$ cat src/rtl/mandel_dispatch.sv
// rtl/mandel_dispatch.sv - raster-order pixel scheduler for a pool of mandelbrot engines
// Optional MANDEL_DISPATCH_STATS_EN adds stat_cycles/stat_stall counters.
module mandel_dispatch #(
    parameter int CORDW     = 16,
    parameter int FB_WIDTH  = 320,
    parameter int FB_HEIGHT = 180,
    parameter int FP_WIDTH  = 25,
    parameter int ITERW     = 8,
    parameter int CORES     = 4
) (
    input  logic                      clk,
    input  logic                      rst,
    input  logic                      start,
    input  logic [FP_WIDTH-1:0]       x_start,
    input  logic [FP_WIDTH-1:0]       y_start,
    input  logic [FP_WIDTH-1:0]       step,
    output logic [CORES-1:0]          core_start,
    output logic [CORES*FP_WIDTH-1:0] core_re,
    output logic [CORES*FP_WIDTH-1:0] core_im,
    input  logic [CORES-1:0]          core_done,
    input  logic [CORES*ITERW-1:0]    core_iter,
    output logic                      px_valid,
    input  logic                      px_ready,
    output logic [CORDW-1:0]          px_x,
    output logic [CORDW-1:0]          px_y,
    output logic [ITERW-1:0]          px_iter,
    output logic                      busy,
    output logic                      done
`ifdef MANDEL_DISPATCH_STATS_EN
    ,
    output logic [31:0]               stat_cycles,
    output logic [31:0]               stat_stall
`endif
);
    localparam int IW = 5;

    typedef enum logic [1:0] {S_IDLE, S_ISSUE, S_DRAIN, S_DONE} state_t;
    typedef enum logic [1:0] {E_FREE, E_BUSY, E_HELD} eng_t;

    state_t              state, state_n;
    eng_t                eng    [CORES];
    logic [CORDW-1:0]    tag_x  [CORES];
    logic [CORDW-1:0]    tag_y  [CORES];
    logic [ITERW-1:0]    result [CORES];
    logic [CORDW-1:0]    x, y;
    logic [FP_WIDTH-1:0] fx, fy, xs_r, step_r;
    logic [IW-1:0]       rr_ptr, out_sel, rr_start, scan_idx, free_idx, grant_idx;
    logic                free_found, grant_found, all_free, issue, last_px, hs;
    logic [31:0]         held_mask;

    always_comb begin
        free_found = 1'b0;
        free_idx   = '0;
        all_free   = 1'b1;
        for (int i = CORES - 1; i >= 0; i--) begin
            if (eng[i] == E_FREE) begin
                free_found = 1'b1;
                free_idx   = IW'(i);
            end else begin
                all_free = 1'b0;
            end
        end
    end

    // The engine being handed off this cycle is excluded so the next grant can load on the same edge.
    always_comb begin
        hs        = px_valid && px_ready;
        held_mask = '0;
        for (int i = 0; i < CORES; i++)
            held_mask[i] = (eng[i] == E_HELD) && !(hs && out_sel == IW'(i));
        if (hs)
            rr_start = (out_sel == IW'(CORES - 1)) ? '0 : out_sel + IW'(1);
        else
            rr_start = rr_ptr;
        grant_found = 1'b0;
        grant_idx   = '0;
        scan_idx    = '0;
        for (int k = 0; k < CORES; k++) begin
            scan_idx = rr_start + IW'(k);
            if (scan_idx >= IW'(CORES))
                scan_idx = scan_idx - IW'(CORES);
            if (!grant_found && held_mask[scan_idx]) begin
                grant_found = 1'b1;
                grant_idx   = scan_idx;
            end
        end
    end

    always_comb begin
        state_n = state;
        busy    = (state != S_IDLE);
        done    = (state == S_DONE);
        issue   = (state == S_ISSUE) && free_found;
        last_px = (x == CORDW'(FB_WIDTH - 1)) && (y == CORDW'(FB_HEIGHT - 1));
        case (state)
            S_IDLE:  if (start) state_n = S_ISSUE;
            S_ISSUE: if (issue && last_px) state_n = S_DRAIN;
            S_DRAIN: if (all_free && !px_valid) state_n = S_DONE;
            S_DONE:  state_n = S_IDLE;
            default: state_n = S_IDLE;
        endcase
    end

    always_ff @(posedge clk) begin
        if (rst) begin
            state      <= S_IDLE;
            core_start <= '0;
            px_valid   <= 1'b0;
            rr_ptr     <= '0;
            out_sel    <= '0;
            for (int i = 0; i < CORES; i++)
                eng[i] <= E_FREE;
        end else begin
            state      <= state_n;
            core_start <= '0;
            if (state == S_IDLE && start) begin
                x      <= '0;
                y      <= '0;
                fx     <= x_start;
                fy     <= y_start;
                xs_r   <= x_start;
                step_r <= step;
            end else if (issue) begin
                if (x == CORDW'(FB_WIDTH - 1)) begin
                    x  <= '0;
                    fx <= xs_r;
                    y  <= y + CORDW'(1);
                    fy <= fy + step_r;
                end else begin
                    x  <= x + CORDW'(1);
                    fx <= fx + step_r;
                end
            end
            for (int i = 0; i < CORES; i++) begin
                case (eng[i])
                    E_FREE: if (issue && free_idx == IW'(i)) begin
                        eng[i]                         <= E_BUSY;
                        tag_x[i]                       <= x;
                        tag_y[i]                       <= y;
                        core_re[i*FP_WIDTH +: FP_WIDTH] <= fx;
                        core_im[i*FP_WIDTH +: FP_WIDTH] <= fy;
                        core_start[i]                  <= 1'b1;
                    end
                    E_BUSY: if (core_done[i]) begin
                        eng[i]    <= E_HELD;
                        result[i] <= core_iter[i*ITERW +: ITERW];
                    end
                    E_HELD: if (hs && out_sel == IW'(i)) eng[i] <= E_FREE;
                    default: eng[i] <= E_FREE;
                endcase
            end
            if (!px_valid || hs) begin
                px_valid <= grant_found;
                for (int i = 0; i < CORES; i++) begin
                    if (grant_found && grant_idx == IW'(i)) begin
                        px_x    <= tag_x[i];
                        px_y    <= tag_y[i];
                        px_iter <= result[i];
                        out_sel <= grant_idx;
                    end
                end
            end
            if (hs)
                rr_ptr <= rr_start;
        end
    end

`ifdef MANDEL_DISPATCH_STATS_EN
    always_ff @(posedge clk) begin
        if (rst) begin
            stat_cycles <= '0;
            stat_stall  <= '0;
        end else if (state == S_IDLE && start) begin
            stat_cycles <= '0;
            stat_stall  <= '0;
        end else begin
            if (busy && stat_cycles != '1)
                stat_cycles <= stat_cycles + 32'd1;
            if (state == S_ISSUE && !free_found && stat_stall != '1)
                stat_stall <= stat_stall + 32'd1;
        end
    end
`endif

endmodule
$ cat config.mk
export PLATFORM = sky130hd
export DESIGN_NAME = mandel_dispatch
export DESIGN_NICKNAME = d
export VERILOG_FILES = /design/src/rtl/mandel_dispatch.sv
export SDC_FILE = /design/constraint.sdc
export NUM_CORES = 1
export LEC_CHECK = 0
export ABC_AREA = 1
export CAP_MARGIN = 20
export CELL_PAD_IN_SITES_DETAIL_PLACEMENT = 1
export CELL_PAD_IN_SITES_GLOBAL_PLACEMENT = 2
export CORE_MARGIN = 5
export CORE_UTILIZATION = 33
export DETAILED_ROUTE_END_ITERATION = 16
export PLACE_DENSITY = 0.84
export SLEW_MARGIN = 20
export SYNTH_ARGS = -nofsm -noshare
export SYNTH_HDL_FRONTEND = slang
export SYNTH_SLANG_ARGS = --single-unit
$ cat constraint.sdc
create_clock -name clk -period 5 [get_ports clk]
set_input_delay 1 -clock clk [delete_from_list [all_inputs] [get_ports clk]]
set_output_delay 1 -clock clk [all_outputs]
set_load 0.01 [all_outputs]
==> implementation parameters, run 1 <==
Parameter                              Value

Placement
  Half-perimeter wire length of the detailed placement result    49,500 um
  Routability congestion estimate from global placement    0.822
  Port Buffer Count    361
  Worst slack after detailed placement    0.125 ns
  Placed cell count    3,135

Worst setup path
  Cell count of the worst reg-to-reg path    24
  Critical path launch point    px_ready
  Worst reg-to-reg setup slack    0.98 ns
  Launch instance of the worst register-to-register path    out_sel[0]
  Critical path fanouts, max    36
  Type of origin of the critical path    primary input
  Critical path class    in -> reg
  Endpoint of the lowest-slack register-to-register path    px_iter[0]
  Data arrival time at the worst-slack endpoint    4.72 ns
  Req. time, crit path    5.47 ns
  Critical Path End Type    flop

Yosys
  Fraction of post-synthesis cell area in the top cell type by area    70.0%
  Number of distinct library cell variants in the gate-level netlist after synthesis    50
  Share of synthesized registers carrying an async set or reset    0%
  Largest area contributor in the netlist    edfxtp_1
  Dominant cells by area after synthesis    edfxtp_1 (70%), nand2_1 (6.4%), ha_1 (4.0%)
  Mean cell area of the mapped netlist    12.6 um^2
  Netlist Area Pre-Place    23,200 um^2
  EDFF count, synth    540
  Seq/Total Area, Yosys    71.5%
  Register bit count reported by yosys    557
  Commonest cells post-synth    edfxtp_1 (540), nand2_1 (398), inv_1 (151), nand3_1 (120), nor2_1 (109)
  Most instantiated library cell after synthesis    edfxtp_1
  Most common flop cell mapped by yosys    edfxtp_1
  Synth Net Count    2,033
  Synth warnings    0
  Cell count after synthesis    1,842

Clock network
  Total clock sinks    557
  Deepest level of the CTS H-tree    2
  Clock-pin slew of the registers on the worst-case setup and hold paths    0.06 ns
  Deepest clock path buffer count    3
  CTS Buf Count    59
  CTS Hold Buffers Added    0
  Gates resized, CTS repair    0
  Cell at the root of the clock tree    clkbuf_16
  Setup repair bufs after CTS    0
  Clk Latency, worst-skew pair    0.62 ns
  CTS tree    done

Routing
  DRT antenna net count    0
  Count of unresolved DRC violations after routing    0
  Routed length per instance    21.0 um
  Vias    15,669
  Final routed wirelength across all metal layers    68,300 um
  Count of TritonRoute iterations in the first routing pass    5
  Starting DRT DRC Count    843
  Detailed-route vias per instance    4.82

Floorplanning
  Vertical die dimension    275 um
  Die boundary width    275 um
  Standard-cell row count    97
  Initial core utilization    33.2%
  Floorplan core area    69,800 um^2
  Overall die area    75,600 um^2
  I/O Pins    362

Min path
  Worst Hold Endpoint    out_sel[4]
  Number of instances on the worst hold path    2
  Min-Delay Startpoint    out_sel[4]
  Worst min path class    reg -> reg

Timing
  Setup WS post-layout    0.752 ns
  Final Setup Violations    0
  Final critical-path share of the clock period    85.0%
  Transition at the pin with the smallest max-transition slack    1.04 ns
  Relative slew slack    30.3%
  Final min period    4.25 ns
  Clock skew after layout    0.0148 ns
  Peak Freq    235 MHz
  RSZ-0062 raised after global routing    no
  Final count of pins violating max slew    0
  Hold Fails Final Rpt    0

Cells and area
  Synth-to-layout area growth    30.6%
  Combined area of the multi-input logic cells    5850 um^2
  Post-layout nets    2,447
  Total area of sequential cells    16,600 um^2
  Final Instance Count excl. Fillers    3,253
  # fillers    7,238
  Share of layout cells above drive strength 1    8.24%

Global routing
  Initial antenna violation count    19
  Maximum number of pins on one net before global-route repair    50
  Global-route wire length before repair    102,000 um
  Remaining global-route overflow    0
  Via count of the first global-routing pass    16,788
  All-Layer GR Usage    17.5%

Pwr
  Leakage    0.0111 uW
  Power density of the placed cells    537 nW/um^2
  Max IR drop VDD    317 uV

Job
  Max_cap viols    0

Run status
  Run status    complete, no violations
==> per-layer routing <==
| layer | GRT usage [%] | part of all wire, % |
|---|---|---|
| met1 | 20.4 | 39 |
| met2 | 31.8 | 51 |
| met3 | 5.39 | 7.7 |
| met4 | 3.94 | 1.8 |
| met5 | 0 | 0.20 |
==> power by group <==
part / total, uW / switching, uW / internal (uW)
Sequential: 6710 / 486 / 6220
Clock: 4640 / 1870 / 2770
Combinational: 4900 / 3020 / 1890
==> layout by cell type, fill, tap and decap left out, types with 24 or more instances in the layout <==
cell type	n
ha_1	74
nor2_1	106
o211ai_1	39
nand2_1	397
edfxtp_1	540
clkbuf_16	60
a21oi_1	75
o21ai_0	97
buf_4	24
clkdlybuf4s50_1	361
nor3_1	31
inv_1	149
nand3_1	119
==> final cells by class <==
class                   count  area share [%]
repair buffers            394            13.1
clock inverters            46            1.82
diodes                      7          0.0579
multi-input cells        1082            19.3
clock buffers              65            5.02
inverters                 162            2.02
flip-flops and latches    557            54.7
well taps                 940            3.89
==> flip-flops by register name (all words and copies together), names as in the netlist, 25 cells and up <==
name,count
fy,25
tag_y,64
result,32
fx,25
core_im,100
core_re,100
step_r,25
tag_x,64
xs_r,25
==> through the flow <==
| stage | util, % | hold slack, ns | area [um^2] | TNS [ns] | total power, uW |
|---|---|---|---|---|---|
| after CTS | 43.3 | 0.501 | 30200 | 0 | 16500 |
| after floorplan | - | 0.456 | 23200 | -37.66 | 9700 |
| after detailed placement | 40.4 | 0.487 | 28200 | 0 | 11800 |
| after global routing | 43.3 | 0.533 | 30200 | 0 | 17200 |
| after global placement | 40.4 | 0.499 | 28200 | 0 | 11500 |
| final | 43.4 | 0.501 | 30300 | 0 | 16200 |
==> critical path: stages <==
cell             delay (ns)
clkdlybuf4s50_1        0.53
nand2_2                0.12
inv_2                  0.18
nand3_1                0.10
nand2_1                0.21
inv_2                  0.12
ha_1                   0.21
nand2_1                0.10
nand2_1                0.05
nand2_1                0.05
nand2_1                0.09
ha_1                   0.31
nor2_1                 0.11
nand3_1                0.07
a21oi_1                0.23
nand3_2                0.17
nor2_4                 0.17
nor2_8                 0.09
inv_2                  0.11
nand2_4                0.09
inv_4                  0.34
nand2_1                0.12
nand3_1                0.13
==> worst max path at each step <==
stage	cells past startpoint	endpoint	slack, ns
floorplan	4	core_im[25]	-0.38
global placement	23	px_x[11]	0.29
detailed placement	23	px_x[12]	0.13
CTS	23	px_iter[0]	0.78
global route	23	px_x[3]	0.43
finish	23	px_iter[0]	0.75
==> cells by family (layout without fill, tap and decap cells) <==
logic type / after synthesis / count (layout) / share of synthesized area (%)
simple gates: 733 / 733 / 13.7
buf+inv: 203 / 667 / 3.53
compound gates: 249 / 249 / 6.22
fa+ha+maj: 76 / 76 / 4.17
xor+xnor: 24 / 24 / 0.907
flops: 557 / 557 / 71.5
other cells: 0 / 7 / 0
No activity file was read; power rests on OpenSTA's default activity.
==> inputs of run 2 (changes only) <==
--- a/config.mk
+++ b/config.mk
@@ -10,9 +10,9 @@
 export CELL_PAD_IN_SITES_DETAIL_PLACEMENT = 1
 export CELL_PAD_IN_SITES_GLOBAL_PLACEMENT = 2
 export CORE_MARGIN = 5
-export CORE_UTILIZATION = 33
+export CORE_UTILIZATION = 36
 export DETAILED_ROUTE_END_ITERATION = 16
-export PLACE_DENSITY = 0.84
+export PLACE_DENSITY = 0.87
 export SLEW_MARGIN = 20
 export SYNTH_ARGS = -nofsm -noshare
 export SYNTH_HDL_FRONTEND = slang
==> constraint.sdc (replaced) <==
create_clock -name clk -period 4.3 [get_ports clk]
set_input_delay 0.86 -clock clk [delete_from_list [all_inputs] [get_ports clk]]
set_output_delay 0.86 -clock clk [all_outputs]
set_load 0.01 [all_outputs]
==> run 2 against run 1 <==
Net effect:
- combinational power is 25% higher
- register-to-register slack worse by 0.57 ns
- non-clock buffer count rose by 35
- sequential share of layout area barely moved
- via count grew 0.64%
- utilization rose by 3.9 points
- clock power up 7.8%
- critical endpoint is now px_y[7]
- largest cell class unchanged
==> implementation parameters, run 2 (same netlist as run 1, synthesis figures left out) <==
Parameter                              Value

Run status
  Run status    complete, no violations

Worst setup path
  Critical path launch point    out_sel[0]
  Data arrival time at the worst-slack endpoint    4.25 ns
  Endpoint of the lowest-slack register-to-register path    px_y[7]
  Worst reg-to-reg setup slack    0.41 ns
  Req. time, crit path    4.66 ns
  Critical path fanouts, max    23
  Type of origin of the critical path    flop
  Launch instance of the worst register-to-register path    out_sel[0]
  Cell count of the worst reg-to-reg path    26
  Critical Path End Type    flop
  Critical path class    reg -> reg
  Capturing instance or port of the critical path    px_y[7]

Floorplanning
  Vertical die dimension    264 um
  Standard-cell row count    93
  Die boundary width    264 um
  Overall die area    69,500 um^2
  Floorplan core area    64,100 um^2
  Initial core utilization    36.1%
  I/O Pins    362

Timing
  Transition at the pin with the smallest max-transition slack    0.828 ns
  Final min period    3.89 ns
  Clock skew after layout    0.0253 ns
  RSZ-0062 raised after global routing    no
  Final count of pins violating max slew    0
  Final Setup Violations    0
  Relative slew slack    44.8%
  Hold Fails Final Rpt    0
  Peak Freq    257 MHz
  Post-Route Hold Slack    0.519 ns
  Final critical-path share of the clock period    90.6%

Routing
  Detailed-route vias per instance    4.93
  Count of unresolved DRC violations after routing    0
  Starting DRT DRC Count    837
  Routed length per instance    21.1 um
  Final routed wirelength across all metal layers    67,400 um
  DRT antenna net count    0
  Count of TritonRoute iterations in the first routing pass    5
  Vias    15,770

Pwr
  Power density of the placed cells    624 nW/um^2
  Max IR drop VDD    342 uV
  Leakage    0.0112 uW

Cells and area
  Share of layout cells above drive strength 1    9.15%
  Largest registers    core_im (100), core_re (100)
  Top library cells by usage in the layout, fill and taps aside    edfxtp_1 (540), nand2_1 (397), clkdlybuf4s50_1 (361), inv_1 (149), nand3_1 (119)
  Commonest non-fill, non-tap cell in the layout    edfxtp_1
  Synth-to-layout area growth    30.7%
  Post-layout nets    2,483
  Final Instance Count excl. Fillers    3,197

Job
  Max_cap viols    0

Clock network
  Setup repair bufs after CTS    0
  Total clock sinks    557
  Deepest level of the CTS H-tree    2
  Cell at the root of the clock tree    clkbuf_16
  CTS Hold Buffers Added    0
  Clock-pin slew of the registers on the worst-case setup and hold paths    0.06 ns
  Clk Latency, worst-skew pair    0.63 ns
  CTS tree    done
  CTS Buf Count    60
  Deepest clock path buffer count    3

Global routing
  Remaining global-route overflow    0
  Via count of the first global-routing pass    17,112
  Maximum number of pins on one net before global-route repair    51
  Global-route wire length before repair    102,000 um
  All-Layer GR Usage    18.9%
  Initial antenna violation count    16

Placement
  Routability congestion estimate from global placement    0.830
  Placed cell count    3,085
  Port Buffer Count    361
  Half-perimeter wire length of the detailed placement result    49,400 um

Min path
  Worst min path class    reg -> reg
[run 2: cell count changes in the layout (fill, tap and decap cells not counted), sizes merged]
cell,previous run,this run
buf,33,68
clkbuf,65,74
diode,7,3
clkinv,29,20
clkinvlp,4,6
bufinv,11,5
inv,164,166
[run 2: worst max-delay path, cell delays in order, from the launching register on]
cell and delay (ns):
dfxtp_2 0.39, ha_2 0.22, inv_1 0.04, nor2_1 0.14
nand2_2 0.11, nand3_1 0.09, nand2_1 0.13, buf_4 0.18
ha_1 0.21, inv_1 0.08, nand3_1 0.07, nand2_1 0.11
inv_1 0.05, ha_1 0.27, nor2_1 0.12, nand3_1 0.08
nand2_1 0.14, nand2_1 0.07, inv_1 0.06, nor2_1 0.04
nor2_1 0.19, a21oi_4 0.05, buf_4 0.19, buf_12 0.17
buf_4 0.14, o211ai_1 0.15, nand3_1 0.10
[run 2: timing repair]
action / 4_1_cts / 5_1_grt
hold endpoints to repair: 0 / 0
resized for setup: 0 / 3
setup endpoints to repair: 0 / 12
[run 2: final cells by class]
type | instances | area (um^2)
fill | 6632 | 33800
sequential | 557 | 16600
multi-input combinational | 1082 | 5860
timing repair buffer | 429 | 4270
clock buffer | 74 | 1550
tap | 855 | 1070
inverter | 162 | 611
clock inverter | 35 | 349
antenna | 3 | 7.51
[run 2: per-stage QoR]
step	area (um^2)	util, %	worst slack (ns)	setup TNS, ns	total power (uW)
after floorplan	23200	-	-0.937	-107.79	11300
after global placement	28400	44.2	-0.00542	-0.0166	13700
after detailed placement	28400	44.2	-0.178	-4.26	14100
after CTS	30300	47.2	0.309	0	19200
after global routing	30300	47.2	0.0602	0	20100
final	30300	47.2	0.406	0	18900
[run 2: routing by layer]
metal  vias up  GRT usage (%)  wire length [um]
met2       373           34.6             35000
met4        22           3.18               927
li1       7466              -                 -
met1      7819           22.0             26400
met3        90           6.06              4930
met5         -              0               136
[run 2: report_power, final]
group | total (uW) | internal (uW) | switching, uW
sequential | 7780 | 7230 | 543
clock | 5000 | 2870 | 2130
combinational | 6130 | 2520 | 3610
[run 2: worst min-delay path by stage]
stage | endpoint | slack, ns | from | depth (start not counted)
2_1_floorplan | out_sel[4] | 0.46 | out_sel[4] | 2
3_3_place_gp | out_sel[2] | 0.51 | out_sel[2] | 2
3_5_place_dp | out_sel[4] | 0.51 | out_sel[4] | 2
4_1_cts | out_sel[4] | 0.52 | out_sel[4] | 2
5_1_grt | out_sel[4] | 0.54 | out_sel[4] | 2
6_report | out_sel[4] | 0.52 | out_sel[4] | 2
==> inputs of run 3 (changes only) <==
==> constraint.sdc (replaced) <==
create_clock -name clk -period 4.3 [get_ports clk]
set_input_delay 1.29 -clock clk [delete_from_list [all_inputs] [get_ports clk]]
set_output_delay 1.29 -clock clk [all_outputs]
set_load 0.01 [all_outputs]
==> run 3 against run 2 <==
Net effect:
- flip-flop and latch count unchanged
- first-iteration DRC count grew 12%
- utilization grew 0.39 points
- final cell count grew 0.69%
- combinational power up 7.0%
- die area unchanged
- critical path depth decreased by 1
- worst setup slack got worse by 0.12 ns
- final area grew 0.82%
- sequential share of layout area shrank 0.45 points
- clock skew shrank 0.012 ns
- clock power shrank 2%
- critical path type is now in -> reg
- highest routed layer unchanged
==> implementation parameters, run 3 (same netlist as run 1, synthesis figures left out) <==
Parameter                              Value

Clock network
  Cell at the root of the clock tree    clkbuf_16
  CTS Buf Count    58
  CTS tree    done
  Deepest level of the CTS H-tree    2
  Total clock sinks    557
  Clock-pin slew of the registers on the worst-case setup and hold paths    0.06 ns
  Clk Latency, worst-skew pair    0.61 ns
  Deepest clock path buffer count    3

Worst setup path
  Cell class contributing the biggest share of worst-path delay    simple AND/OR/NAND/NOR gates
  Slowest Stage Delay on Critical Path    0.31 ns
  Critical path launch point    px_ready
  Critical path class    in -> reg
  Critical path fanouts, max    6
  Critical Path End Type    flop
  Type of origin of the critical path    primary input
  Critical path's slowest cell    ha_1
  Data arrival time at the worst-slack endpoint    4.38 ns
  Req. time, crit path    4.66 ns
  Buf/Inv on CP    6
  Launch instance of the worst register-to-register path    out_sel[0]
  Cell seen most often among critical-path stages    nand2_1

Cells and area
  # fillers    6,649
  Final std cell area, no fill    30,500 um^2
  Post-layout nets    2,503
  Share of layout cells above drive strength 1    10.6%
  Top library cells by usage in the layout, fill and taps aside    edfxtp_1 (540), nand2_1 (393), clkdlybuf4s50_1 (360), inv_1 (148), nand3_1 (119)
  Final Instance Count excl. Fillers    3,219
  Total area of sequential cells    16,600 um^2
  Synth-to-layout area growth    31.8%
  Commonest non-fill, non-tap cell in the layout    edfxtp_1
  Combined area of the multi-input logic cells    5890 um^2
  Largest registers    core_im (100), core_re (100)

Pwr
  Power density of the placed cells    630 nW/um^2
  Leakage    0.0113 uW
  Max IR drop VDD    417 uV

Floorplanning
  Die boundary width    264 um
  Floorplan core area    64,100 um^2
  I/O Pins    362
  Initial core utilization    36.1%
  Overall die area    69,500 um^2
  Standard-cell row count    93
  Vertical die dimension    264 um

Routing
  Routed wire length on met3    4610 um
  Vias    16,019
  Starting DRT DRC Count    934
  Detailed-route vias per instance    4.98
  Wire length on met1    27,100 um
  Highest Signal Layer    met5
  Routed length per instance    21.7 um
  Length of routed met2 wiring    36,100 um
  Final routed wirelength across all metal layers    69,800 um
  DRT antenna net count    0
  Count of TritonRoute iterations in the first routing pass    5
  Count of unresolved DRC violations after routing    0

Timing
  Final Setup Violations    0
  Transition at the pin with the smallest max-transition slack    0.693 ns
  Peak Freq    249 MHz
  Final critical-path share of the clock period    93.4%
  Final min period    4.01 ns
  RSZ-0062 raised after global routing    no
  Hold Fails Final Rpt    0
  Clock skew after layout    0.0135 ns
  Post-Route Hold Slack    0.528 ns
  Relative slew slack    53.4%
  Final count of pins violating max slew    0

Placement
  Half-perimeter wire length of the detailed placement result    49,000 um
  Instance area after placement    28,400 um^2
  Port Buffer Count    361
  Placed cell count    3,090
  Routability congestion estimate from global placement    0.838

Run status
  Run status    complete, no violations

Job
  Max_cap viols    0

Global routing
  All-Layer GR Usage    18.9%
  Initial antenna violation count    11
  Via count of the first global-routing pass    17,361
  Maximum number of pins on one net before global-route repair    66
  Remaining global-route overflow    0
  Global-route wire length before repair    103,000 um

Min path
  Worst min path class    reg -> reg
  Min-Delay Startpoint    out_sel[4]
[run 3: cell count changes in the layout (fill, tap and decap cells not counted), moves of 2 or more]
cell,change
ha_4,+2
nand2_2,+4
buf_4,+12
clkinv_1,-3
diode_2,+3
clkinv_4,-2
clkbuf_8,+2
buf_6,+4
clkinvlp_4,+2
buf_8,+3
clkinv_2,+8
nand2_1,-4
clkbuf_1,-5
inv_6,-2
[run 3: area by class of cell]
| class | count | share of cell area (%) |
|---|---|---|
| sequential | 557 | 54.2 |
| multi-input combinational | 1082 | 19.3 |
| tap | 855 | 3.50 |
| clock inverter | 36 | 1.05 |
| clock buffer | 70 | 5.04 |
| inverter | 162 | 2.03 |
| timing repair buffer | 451 | 14.8 |
| antenna | 6 | 0.0492 |
[run 3: final timing paths]
path	to	slack, ns	depth (start not counted)
min reg2reg	out_sel[4]	0.53	2
min	out_sel[4]	0.53	2
max reg2reg	px_x[0]	0.39	26
max	px_y[15]	0.29	25
[run 3: worst register-to-register path, cell delays in order (launching register included)]
cell	delay, ns
dfxtp_2	0.38
ha_1	0.23
inv_1	0.06
nor2_1	0.16
nand2_2	0.13
nand3_1	0.12
nand2_2	0.09
buf_4	0.16
ha_4	0.16
inv_1	0.08
nand3_1	0.10
nand2_2	0.10
inv_1	0.06
ha_1	0.27
nor2_1	0.13
nand3_1	0.10
nand2_2	0.11
nand2_1	0.06
inv_1	0.06
nor2_1	0.05
nor2_2	0.16
a21oi_4	0.05
buf_12	0.15
buf_4	0.17
clkbuf_16	0.18
o211ai_1	0.21
nand3_1	0.12
[run 3: report_power, final]
group / internal [uW] / leakage, uW / switching [uW]
Combinational: 2670 / 0.00535 / 3890
Sequential: 7230 / 0.00507 / 554
Clock: 2790 / 0.000895 / 2110
[run 3: repair_timing]
| action | in CTS | in global routing |
|---|---|---|
| hold buffers | 0 | 0 |
| gates resized for setup | 2 | 23 |
| pin swaps | 0 | 13 |
| endpoints found under the hold margin | 0 | 0 |
| cloned | 0 | 4 |
| setup endpoints to repair | 3 | 80 |
| setup buffers | 0 | 13 |
[run 3: metrics by stage]
step                      util, %  power, uW  setup TNS (ns)  setup WS (ns)
after global placement       44.3      13500          -19.48         -0.366
after global routing         47.6      20300               0         0.0678
final                        47.6      19200               0          0.286
after detailed placement     44.3      13900          -37.14         -0.649
after CTS                    47.2      18900               0         0.0254
after floorplan                 -      11300         -179.16          -1.37
[run 3: layer usage]
metal	vias up	global-route usage [%]
li1	7495	-
met1	7935	21.8
met2	458	35.0
met3	117	4.94
met4	14	4.79
met5	-	0
